==> config.mk <==
export PLATFORM = sky130hd
export DESIGN_NAME = booth_pp_generator_flat
export DESIGN_NICKNAME = d
export VERILOG_FILES = /design/src/rtl/booth_pp_generator_pkg.sv /design/src/rtl/booth_pp_generator_if.sv /design/src/rtl/booth_pp_generator_digit_encoder.sv /design/src/rtl/booth_pp_generator.sv /design/src/flat_wrapper.sv
export SDC_FILE = /design/constraint.sdc
export NUM_CORES = 1
export LEC_CHECK = 0
export BUFFER_PORTS_ARGS = -buffer_cell sky130_fd_sc_hd__clkbuf_2
export CORE_AREA = 2 2 92 94
export CTS_CLUSTER_DIAMETER = 200
export DETAILED_ROUTE_END_ITERATION = 7
export DIE_AREA = 0 0 94 96
export MAX_ROUTING_LAYER = met4
export PLACE_DENSITY_LB_ADDON = 0.15
export RECOVER_POWER = 25
export SETUP_SLACK_MARGIN = 0.2
export SLEW_MARGIN = 20
export SYNTH_ARGS = -nofsm -noshare
export SYNTH_HDL_FRONTEND = slang
export SYNTH_SLANG_ARGS = --single-unit
==> constraint.sdc <==
create_clock -name clk -period 1.9 [get_ports clk]
set_input_delay 0.19 -clock clk [delete_from_list [all_inputs] [get_ports clk]]
set_output_delay 0.19 -clock clk [all_outputs]
set_load 0.05 [all_outputs]
==> src/rtl/booth_pp_generator_pkg.sv <==
// Shared types and helpers for the radix-4 Booth partial-product generator.
package booth_pp_generator_pkg;

  // Radix-4 Booth digit values.
  typedef enum logic [2:0] {
    Zero,
    Pos1,
    Pos2,
    Neg1,
    Neg2
  } booth_digit_e;

  localparam int unsigned DefaultBits = 8;

  // Number of partial-product rows for a given operand width.
  function automatic int unsigned pp_count(input int unsigned bits);
    return bits / 2;
  endfunction

  // Map a multiplier triplet {b[2i+1], b[2i], b[2i-1]} to its Booth digit.
  function automatic booth_digit_e booth_decode(input logic [2:0] triplet);
    booth_digit_e digit;
    case (triplet)
      3'b000, 3'b111: digit = Zero;  // 111 is plain zero, never negative zero
      3'b001, 3'b010: digit = Pos1;
      3'b011:         digit = Pos2;
      3'b100:         digit = Neg2;
      default:        digit = Neg1;  // 101, 110
    endcase
    return digit;
  endfunction

endpackage

==> src/rtl/booth_pp_generator_if.sv <==
// Operand-in / partial-product-out bus of the Booth generator.
interface booth_pp_generator_if
  import booth_pp_generator_pkg::*;
#(
  parameter int unsigned BITS  = DefaultBits,
  parameter int unsigned TAG_W = 4
);
  localparam int unsigned PpCount = pp_count(BITS);

  logic                in_valid;
  logic                in_ready;
  logic [BITS-1:0]     multiplicand;
  logic [BITS-1:0]     multiplier;
  logic [TAG_W-1:0]    in_tag;
  logic                out_valid;
  logic                out_ready;
  logic [BITS:0]       partial_product [PpCount];
  logic [PpCount-1:0]  negs;
  logic [TAG_W-1:0]    out_tag;

  // Producer of operands / consumer of rows.
  modport master (
    output in_valid, multiplicand, multiplier, in_tag, out_ready,
    input  in_ready, out_valid, partial_product, negs, out_tag
  );

  // The generator itself.
  modport slave (
    input  in_valid, multiplicand, multiplier, in_tag, out_ready,
    output in_ready, out_valid, partial_product, negs, out_tag
  );

endinterface

==> src/rtl/booth_pp_generator_digit_encoder.sv <==
// Combinational radix-4 Booth row encoder for one multiplier triplet.
module booth_pp_generator_digit_encoder
  import booth_pp_generator_pkg::*;
#(
  parameter int unsigned BITS = DefaultBits
) (
  input  logic [2:0]      triplet,
  input  logic [BITS-1:0] multiplicand,
  output logic [BITS:0]   row,
  output logic            neg
);

  booth_digit_e digit;
  logic [BITS:0] sext_a;
  logic [BITS:0] dbl_a;

  assign digit  = booth_decode(triplet);
  assign sext_a = {multiplicand[BITS-1], multiplicand};
  // BITS+1 bits hold 2a exactly, including a = -2^(BITS-1).
  assign dbl_a  = {multiplicand, 1'b0};

  // Select the row; negative digits emit the ones' complement plus a neg bit.
  always_comb begin
    row = '0;
    neg = 1'b0;
    unique case (digit)
      Zero: row = '0;
      Pos1: row = sext_a;
      Pos2: row = dbl_a;
      Neg1: begin
        row = ~sext_a;
        neg = 1'b1;
      end
      Neg2: begin
        row = ~dbl_a;
        neg = 1'b1;
      end
      default: row = '0;
    endcase
  end

endmodule

==> src/rtl/booth_pp_generator.sv <==
// Two-stage valid/ready pipeline producing radix-4 Booth partial-product rows.
module booth_pp_generator
  import booth_pp_generator_pkg::*;
#(
  parameter int unsigned BITS  = DefaultBits,
  parameter int unsigned TAG_W = 4
) (
  input logic                  clk,
  input logic                  rst,
  booth_pp_generator_if.slave  bus
);

  localparam int unsigned PpCount = pp_count(BITS);

  // Stage A: raw operands.
  logic             valid_a_q;
  logic [BITS-1:0]  a_q;
  logic [BITS-1:0]  b_q;
  logic [TAG_W-1:0] tag_a_q;

  // Stage B: encoded rows.
  logic               valid_b_q;
  logic [BITS:0]      rows_q [PpCount];
  logic [PpCount-1:0] negs_q;
  logic [TAG_W-1:0]   tag_b_q;

  logic [BITS:0]      rows_d [PpCount];
  logic [PpCount-1:0] negs_d;
  logic [BITS:0]      b_ext;
  logic               ready_b;
  logic               ready_a;

  assign ready_b = !valid_b_q || bus.out_ready;
  assign ready_a = !valid_a_q || ready_b;
  // b[-1] = 0 appended below the LSB so every triplet is a plain slice.
  assign b_ext   = {b_q, 1'b0};

  for (genvar i = 0; i < PpCount; i++) begin : g_digit
    booth_pp_generator_digit_encoder #(
      .BITS(BITS)
    ) u_enc (
      .triplet     (b_ext[2*i+2 : 2*i]),
      .multiplicand(a_q),
      .row         (rows_d[i]),
      .neg         (negs_d[i])
    );
    assign bus.partial_product[i] = rows_q[i];
  end

  // Advance both stages; each stage loads only when its downstream can take it.
  always_ff @(posedge clk or posedge rst) begin
    if (rst) begin
      valid_a_q <= 1'b0;
      a_q       <= '0;
      b_q       <= '0;
      tag_a_q   <= '0;
      valid_b_q <= 1'b0;
      negs_q    <= '0;
      tag_b_q   <= '0;
      for (int i = 0; i < PpCount; i++) begin
        rows_q[i] <= '0;
      end
    end else begin
      if (ready_b) begin
        valid_b_q <= valid_a_q;
        if (valid_a_q) begin
          negs_q  <= negs_d;
          tag_b_q <= tag_a_q;
          for (int i = 0; i < PpCount; i++) begin
            rows_q[i] <= rows_d[i];
          end
        end
      end
      if (ready_a) begin
        valid_a_q <= bus.in_valid;
        if (bus.in_valid) begin
          a_q     <= bus.multiplicand;
          b_q     <= bus.multiplier;
          tag_a_q <= bus.in_tag;
        end
      end
    end
  end

  assign bus.in_ready  = ready_a;
  assign bus.out_valid = valid_b_q;
  assign bus.negs      = negs_q;
  assign bus.out_tag   = tag_b_q;

endmodule

==> src/flat_wrapper.sv <==
// flat-port wrapper written by rule: the top's interface ports become plain ports
module booth_pp_generator_flat import booth_pp_generator_pkg::*;
#(
  parameter int unsigned BITS  = DefaultBits,
  parameter int unsigned TAG_W = 4
)
  (clk, rst, bus_in_valid, bus_multiplicand, bus_multiplier, bus_in_tag, bus_out_ready, bus_in_ready, bus_out_valid, bus_partial_product, bus_negs, bus_out_tag);
  booth_pp_generator_if #(.BITS(BITS), .TAG_W(TAG_W)) bus_i ();
  input logic clk;
  input logic rst;
  input wire logic [$bits(bus_i.in_valid)-1:0] bus_in_valid;
  input wire logic [$bits(bus_i.multiplicand)-1:0] bus_multiplicand;
  input wire logic [$bits(bus_i.multiplier)-1:0] bus_multiplier;
  input wire logic [$bits(bus_i.in_tag)-1:0] bus_in_tag;
  input wire logic [$bits(bus_i.out_ready)-1:0] bus_out_ready;
  output wire logic [$bits(bus_i.in_ready)-1:0] bus_in_ready;
  output wire logic [$bits(bus_i.out_valid)-1:0] bus_out_valid;
  output wire logic [$bits(bus_i.partial_product)-1:0] bus_partial_product;
  output wire logic [$bits(bus_i.negs)-1:0] bus_negs;
  output wire logic [$bits(bus_i.out_tag)-1:0] bus_out_tag;
  assign bus_i.in_valid = bus_in_valid;
  assign bus_i.multiplicand = bus_multiplicand;
  assign bus_i.multiplier = bus_multiplier;
  assign bus_i.in_tag = bus_in_tag;
  assign bus_i.out_ready = bus_out_ready;
  assign bus_in_ready = bus_i.in_ready;
  assign bus_out_valid = bus_i.out_valid;
  assign bus_partial_product = {>>{bus_i.partial_product}};
  assign bus_negs = bus_i.negs;
  assign bus_out_tag = bus_i.out_tag;
  booth_pp_generator #(.BITS(BITS), .TAG_W(TAG_W)) u_core (.clk(clk), .rst(rst), .bus(bus_i));
endmodule
# == Word-level counts from Yosys, hierarchy flattened ==
# Index checks and enable logic that the tools add are counted.
# word_totals
reg_bits,66
latchBits,0
ram_bits,0
romBits,0
inputBits,24
wordCells,78
n_memories,0
# classes
addsub,0
multipliers,0
div,0
order_cmp,0
eq_ne,33
shift,0
muxes,12
bitwise_logic,2
n_reduce_logical,20
# ops
cell,count
9-bit one-hot mux with 4 select lines,4
"3-bit by 2-bit == test with 1-bit output, second input constant",14
3-bit one-hot mux with 4 select lines,3
"3-bit == test, second input constant",10
"3-bit by 1-bit == test with 1-bit output, second input constant",7
2-bit OR reduction,10
9-bit NOT,2
3-bit logical NOT,4
3-bit one-hot mux with 3 select lines,1
1-bit two-way mux,4
2-bit AND reduction,2
"2-bit by 1-bit == test with 1-bit output, second input constant",1
"2-bit == test, second input constant",1
1-bit logical NOT,2
1-bit logical OR,2

# == Depth between registers and ports, before layout ==
# logic_depth
ltp_word,6
ltp_mapped,5
depth_no_buf,3

# == Modules after synthesis ==
# A second synthesis with hierarchy kept.
# unflattened
cells_unflattened,296
area_unflattened_um2,3868.7
# modules_own_cells
module,instances,cells_each,area_per_inst_um2,seq_area_each_um2
booth_pp_generator,1,144,2657.5,1651.6
booth_pp_generator_digit_encoder,4,38,302.8,0.0

# == Least setup slack after synthesis ==
# OpenSTA, ideal clock, no wires.
# synth_path
path_type,register -> register
start,reg u_core.valid_b_q (netlist: u_core.bus.out_valid)
end,reg u_core.a_q[0]
arrival_time_ns,1.788
required_time_ns,1.775
slack_ns,-0.013
stages_incl_launch_ff,5
cell_sequence,dfrtp_1 nand3b_2 nand2_2 buf_12 mux2_4
# synth_between
elab_chain_len,4
# synth_rtl
element,line,text
from (decl),booth_pp_generator.sv:22,logic valid_b_q;
from (signal assigned),booth_pp_generator.sv:65,valid_b_q <= valid_a_q;
1-bit logical NOT,booth_pp_generator.sv:33,assign ready_b = !valid_b_q || bus.out_ready;
1-bit logical OR,booth_pp_generator.sv:33,
1-bit logical OR,booth_pp_generator.sv:34,assign ready_a = !valid_a_q || ready_b;
named net bus_in_ready,flat_wrapper.sv:16,output wire logic [$bits(bus_i.in_ready)-1:0] bus_in_ready;
2-bit AND reduction (no source line),--,
to (signal assigned),booth_pp_generator.sv:77,a_q <= bus.multiplicand;
to (decl),booth_pp_generator.sv:17,logic [BITS-1:0] a_q;
# The timed path passes the listed nets, and every way through them passes these cells.
# A chain may end at the register's enable or synchronous reset.

# == Worst setup path in the final report ==
# layout_path
start,reg u_core.b_q[4]
end,"reg u_core.rows_q, in the netlist u_core.bus.partial_product[14]"
# layout_between
elab_chain_len,5
elab_cells_between_ends,14
# layout_rtl
element,line,text
from (decl),booth_pp_generator.sv:18,logic [BITS-1:0] b_q;
from (signal assigned),booth_pp_generator.sv:78,b_q <= bus.multiplier;
3-bit by 1-bit == test with 1-bit output (tied with other cells),booth_pp_generator_pkg.sv:23,case (triplet)
2-bit OR reduction,booth_pp_generator_pkg.sv:23,
3-bit one-hot mux with 4 select lines *,booth_pp_generator_pkg.sv:23,
3-bit == test (tied with other cells),booth_pp_generator_digit_encoder.sv:26,unique case (digit)
9-bit one-hot mux with 4 select lines *,booth_pp_generator_digit_encoder.sv:26,
"to (signal, indexed assignment)",booth_pp_generator.sv:70,rows_q[i] <= rows_d[i];
to (decl),booth_pp_generator.sv:23,logic [BITS:0] rows_q [PpCount];
# Mark *: on every way between the ends. The rest lies on a longest branch, timed or not.

==> results by group <==
Global route
  – Largest net degree at the start of global routing: 44
  – Antenna violations before repair: 0
  – First-pass GRT wire length: 13,740 um
  – Overflow after GRT: 0
  – Total GRT Usage: 20.64%
  – Vias in the first global route: 2,531

Pwr
  – Reg power frac: 34.8%
  – Clock network power share: 22.2%
  – Sw Share: 44.29%
  – Switching power: 2.787 mW
  – Gate power share: 43.1%
  – Leakage: 2.038 nW
  – Internal power: 3.506 mW
  – Power Density: 1391 nW/um^2
  – IR drop worst, VDD: 0.7127 mV
  – Final Power: 6.292 mW

Setup path
  – Kind of critical path: flip-flop to flip-flop
  – Worst-case register-to-register setup slack: 0.33 ns
  – Critical path endpoint: u_core.bus.partial_product[14]
  – CP max FO: 16
  – Crit. Startpoint: u_core.b_q[4]
  – R2R Path End: u_core.bus.partial_product[14]
  – CP arrival: 1.80 ns
  – Critical path capture point type: flip-flop
  – R2R depth: 3
  – Critical Path RT: 2.12 ns
  – CP Launch Type: flip-flop
  – R2r startpoint: u_core.b_q[4]

Floorplanning
  – IO Pins: 70
  – Chip Width: 94 um
  – Initial core utilization: 49.88%
  – Die area: 9024 sq um
  – FP Rows: 33
  – DIE HEIGHT: 96 um
  – Core box area: 8051 sq um

Clock tree
  – Clk sinks: 66
  – Worst-Skew Late Latency: 0.35 ns
  – Clk root buf: clkbuf_8
  – H-tree Lvls: 3
  – CTS Buffer Depth: 2
  – CTS tree: done
  – Clock transition at path regs: 0.07 ns
  – CTS buffer count: 9
  – Post-CTS Setup Inserts: 0

Routing
  – Vias: 2,752
  – Via/cell ratio: 5.616
  – Drt initial violations: 145
  – Routed Wire Length: 8384 um
  – Detail Route Antenna Nets: 0
  – Pre-antenna DRT Iters: 4
  – Wirelength per Cell: 17.11 um
  – # DRC: 0

STA
  – RSZ-0062 raised after global routing: false
  – Setup TNS: 0 ns
  – Clk_skew: 0.007100 ns
  – Worst-Margin Slew: 0.6169 ns
  – Tcrit/Tclk final: 82.70%
  – Max_slew headroom: 58.87%
  – Final setup fails: 0
  – Final Slew Violations: 0
  – Fmax: 636.4 MHz
  – Final Hold Fails: 0
  – Period minus WS final: 1.571 ns

Synth
  – Syn Area/Cell: 12.36 sq um
  – Top cell type by total area after synthesis: dfrtp_1
  – Post-synthesis adder-cell area fraction: 0%
  – Synth Instances: 325
  – Largest family of logic cells by synthesized area: compound AO/OA/AOI/OAI gates
  – Flop and latch count out of synthesis: 66
  – Post-Syn Nets: 349
  – Ys async rst share: 100.0%
  – EDFF count, synth: 0
  – Proportion of synthesized area in mux cells: 11.96%
  – Synth Area in XOR/XNOR: 7.539%
  – Mapped cell area: 4016 sq um
  – Synth unique cells: 47
  – Top cells by area, synth: dfrtp_1 41%, mux2_4 8.2%, xor2_1 6.1%, buf_6 5.3%, nor4b_1 4.1%
  – Post-synth top area share: 41.12%
  – Compound-gate portion of the synthesized area: 16.01%
  – Seq/Total Area, Yosys: 41.12%
  – Yosys Warn Count: 0
  – Synth Area in Simple Gates: 13.58%
  – Ys flop type: dfrtp_1

Hold path
  – Hold Crit Class: primary input to flip-flop

Run
  – Max Cap Viol: 0

Outcome
  – Status: complete, no violations

Cells and area
  – Area delta synth->final: 12.65%
  – Register area: 1654 sq um
  – Footprint of the multi-input gates: 1972 sq um
  – Filler cell count: 706
  – Share of cells above drive strength 1: 41.82%
  – Final #Nets: 404
  – Ant diodes: 0

Placement
  – GPL Wtd Cong: 0.7904
  – Port buffer count: 69
  – DP Wirelength: 5574 um
## worst max-delay path, cell delays in order, from the launching register on
cell,delay (ns)
dfrtp_1,0.72
xor2_2,0.24
a221oi_1,0.39
o2bb2ai_1,0.09
## power by group through the flow
stage	Clock, mW	Combinational [mW]	Sequential (mW)
global route	1.48	2.90	2.25
CTS	1.42	2.73	2.19
global placement	0	2.69	2.21
floorplan	0	1.31	3.10
finish	1.39	2.71	2.19
detailed placement	0	2.72	2.21
## synthesized netlist by cell type, types with 2 or more instances
cell	n
buf_12	2
a221oi_1	15
and4_1	2
a221oi_2	2
nand2_1	3
clkbuf_1	2
mux2i_1	6
o21ai_1	3
a31oi_1	4
a211oi_1	7
buf_4	2
xor2_1	28
nand4_2	2
and4b_2	6
mux2_4	22
o2bb2ai_1	14
nor4b_2	2
mux2_1	4
buf_6	19
nand2b_1	3
a21oi_1	15
inv_1	8
or3_1	2
xor2_2	3
mux2_2	4
nor4b_1	19
and3_1	3
nor3b_1	7
o2bb2ai_2	7
inv_2	2
a21o_1	5
nand2_2	3
buf_2	15
nand3_1	2
nand3b_1	3
dfrtp_1	66
o211ai_1	3
## cell type report
class / instances / share of cell area, %
clock buffer: 12 / 3.650
timing repair buffer: 85 / 10.84
tap: 105 / 2.904
sequential: 66 / 36.56
inverter: 10 / 0.8573
clock inverter: 4 / 1.604
multi-input combinational: 208 / 43.58
## routing by layer
layer	vias to the layer above	share of wire [%]	wire, um	track usage, %
li1	1319	-	-	-
met1	1346	50	4155	30.98
met2	72	45	3736	27.38
met3	15	4.1	340	3.759
met4	0	1.8	153	8.092
met5	-	0	0	-
## cell usage in the layout (no fill, tap or decap), types with 7 or more instances in the layout
cell	count
nor3b_1	7
buf_4	12
inv_1	7
a21oi_1	15
nor4b_1	19
dfrtp_1	64
xor2_1	28
o2bb2ai_1	14
clkbuf_8	12
mux2_4	22
o2bb2ai_2	7
clkbuf_2	70
a211oi_1	7
a221oi_1	15
## state kept, by name, indices dropped and copies added (netlist names)
| name | flops |
|---|---|
| u_core.a_q | 8 |
| u_core.valid_a_q | 1 |
| u_core.bus.out_tag | 4 |
| u_core.bus.out_valid | 1 |
| u_core.bus.negs | 4 |
| u_core.tag_a_q | 4 |
| u_core.bus.partial_product | 36 |
| u_core.b_q | 8 |
## through the flow
stage | cells | area (sq um) | hold WS (ns) | util [%] | setup slack, ns
3_3_place_gp | 473 | 4279 | 0.1154 | 53.15 | 0.3536
6_report | 490 | 4524 | 0.06139 | 56.19 | 0.3287
2_1_floorplan | 325 | 4020 | 0.2984 | - | -0.01263
5_1_grt | 490 | 4524 | 0.05332 | 56.19 | 0.2008
4_1_cts | 490 | 4527 | 0.05240 | 56.22 | 0.2740
3_5_place_dp | 473 | 4279 | 0.1148 | 53.15 | 0.2848
## worst min-delay path by stage
| stage | end | cells after the start | slack, ns | start |
|---|---|---|---|---|
| final | u_core.valid_a_q | 2 | 0.06 | bus_in_valid |
| after global routing | u_core.tag_a_q[0] | 2 | 0.05 | bus_in_tag[0] |
| after CTS | u_core.valid_a_q | 2 | 0.05 | bus_in_valid |
| after detailed placement | u_core.bus.out_tag[1] | 2 | 0.11 | rst |
| after global placement | u_core.bus.out_tag[1] | 2 | 0.12 | rst |
| after floorplan | u_core.valid_a_q | 1 | 0.30 | bus_in_valid |
## cell families after synthesis
group / after synthesis
DFF: 66
buffers and inverters: 51
muxes: 36
AOI/OAI and AO/OA: 76
xor gates and xnor gates: 32
and+or+nand+nor: 64
## repair_timing
item / 4_1_cts / 5_1_grt
setup endpoints to repair: 0 / 11
hold buffers: 1 / 0
hold endpoints to repair: 8 / 0
gates resized for setup: 0 / 2
Note: power is estimated with default switching activity, not from simulation.
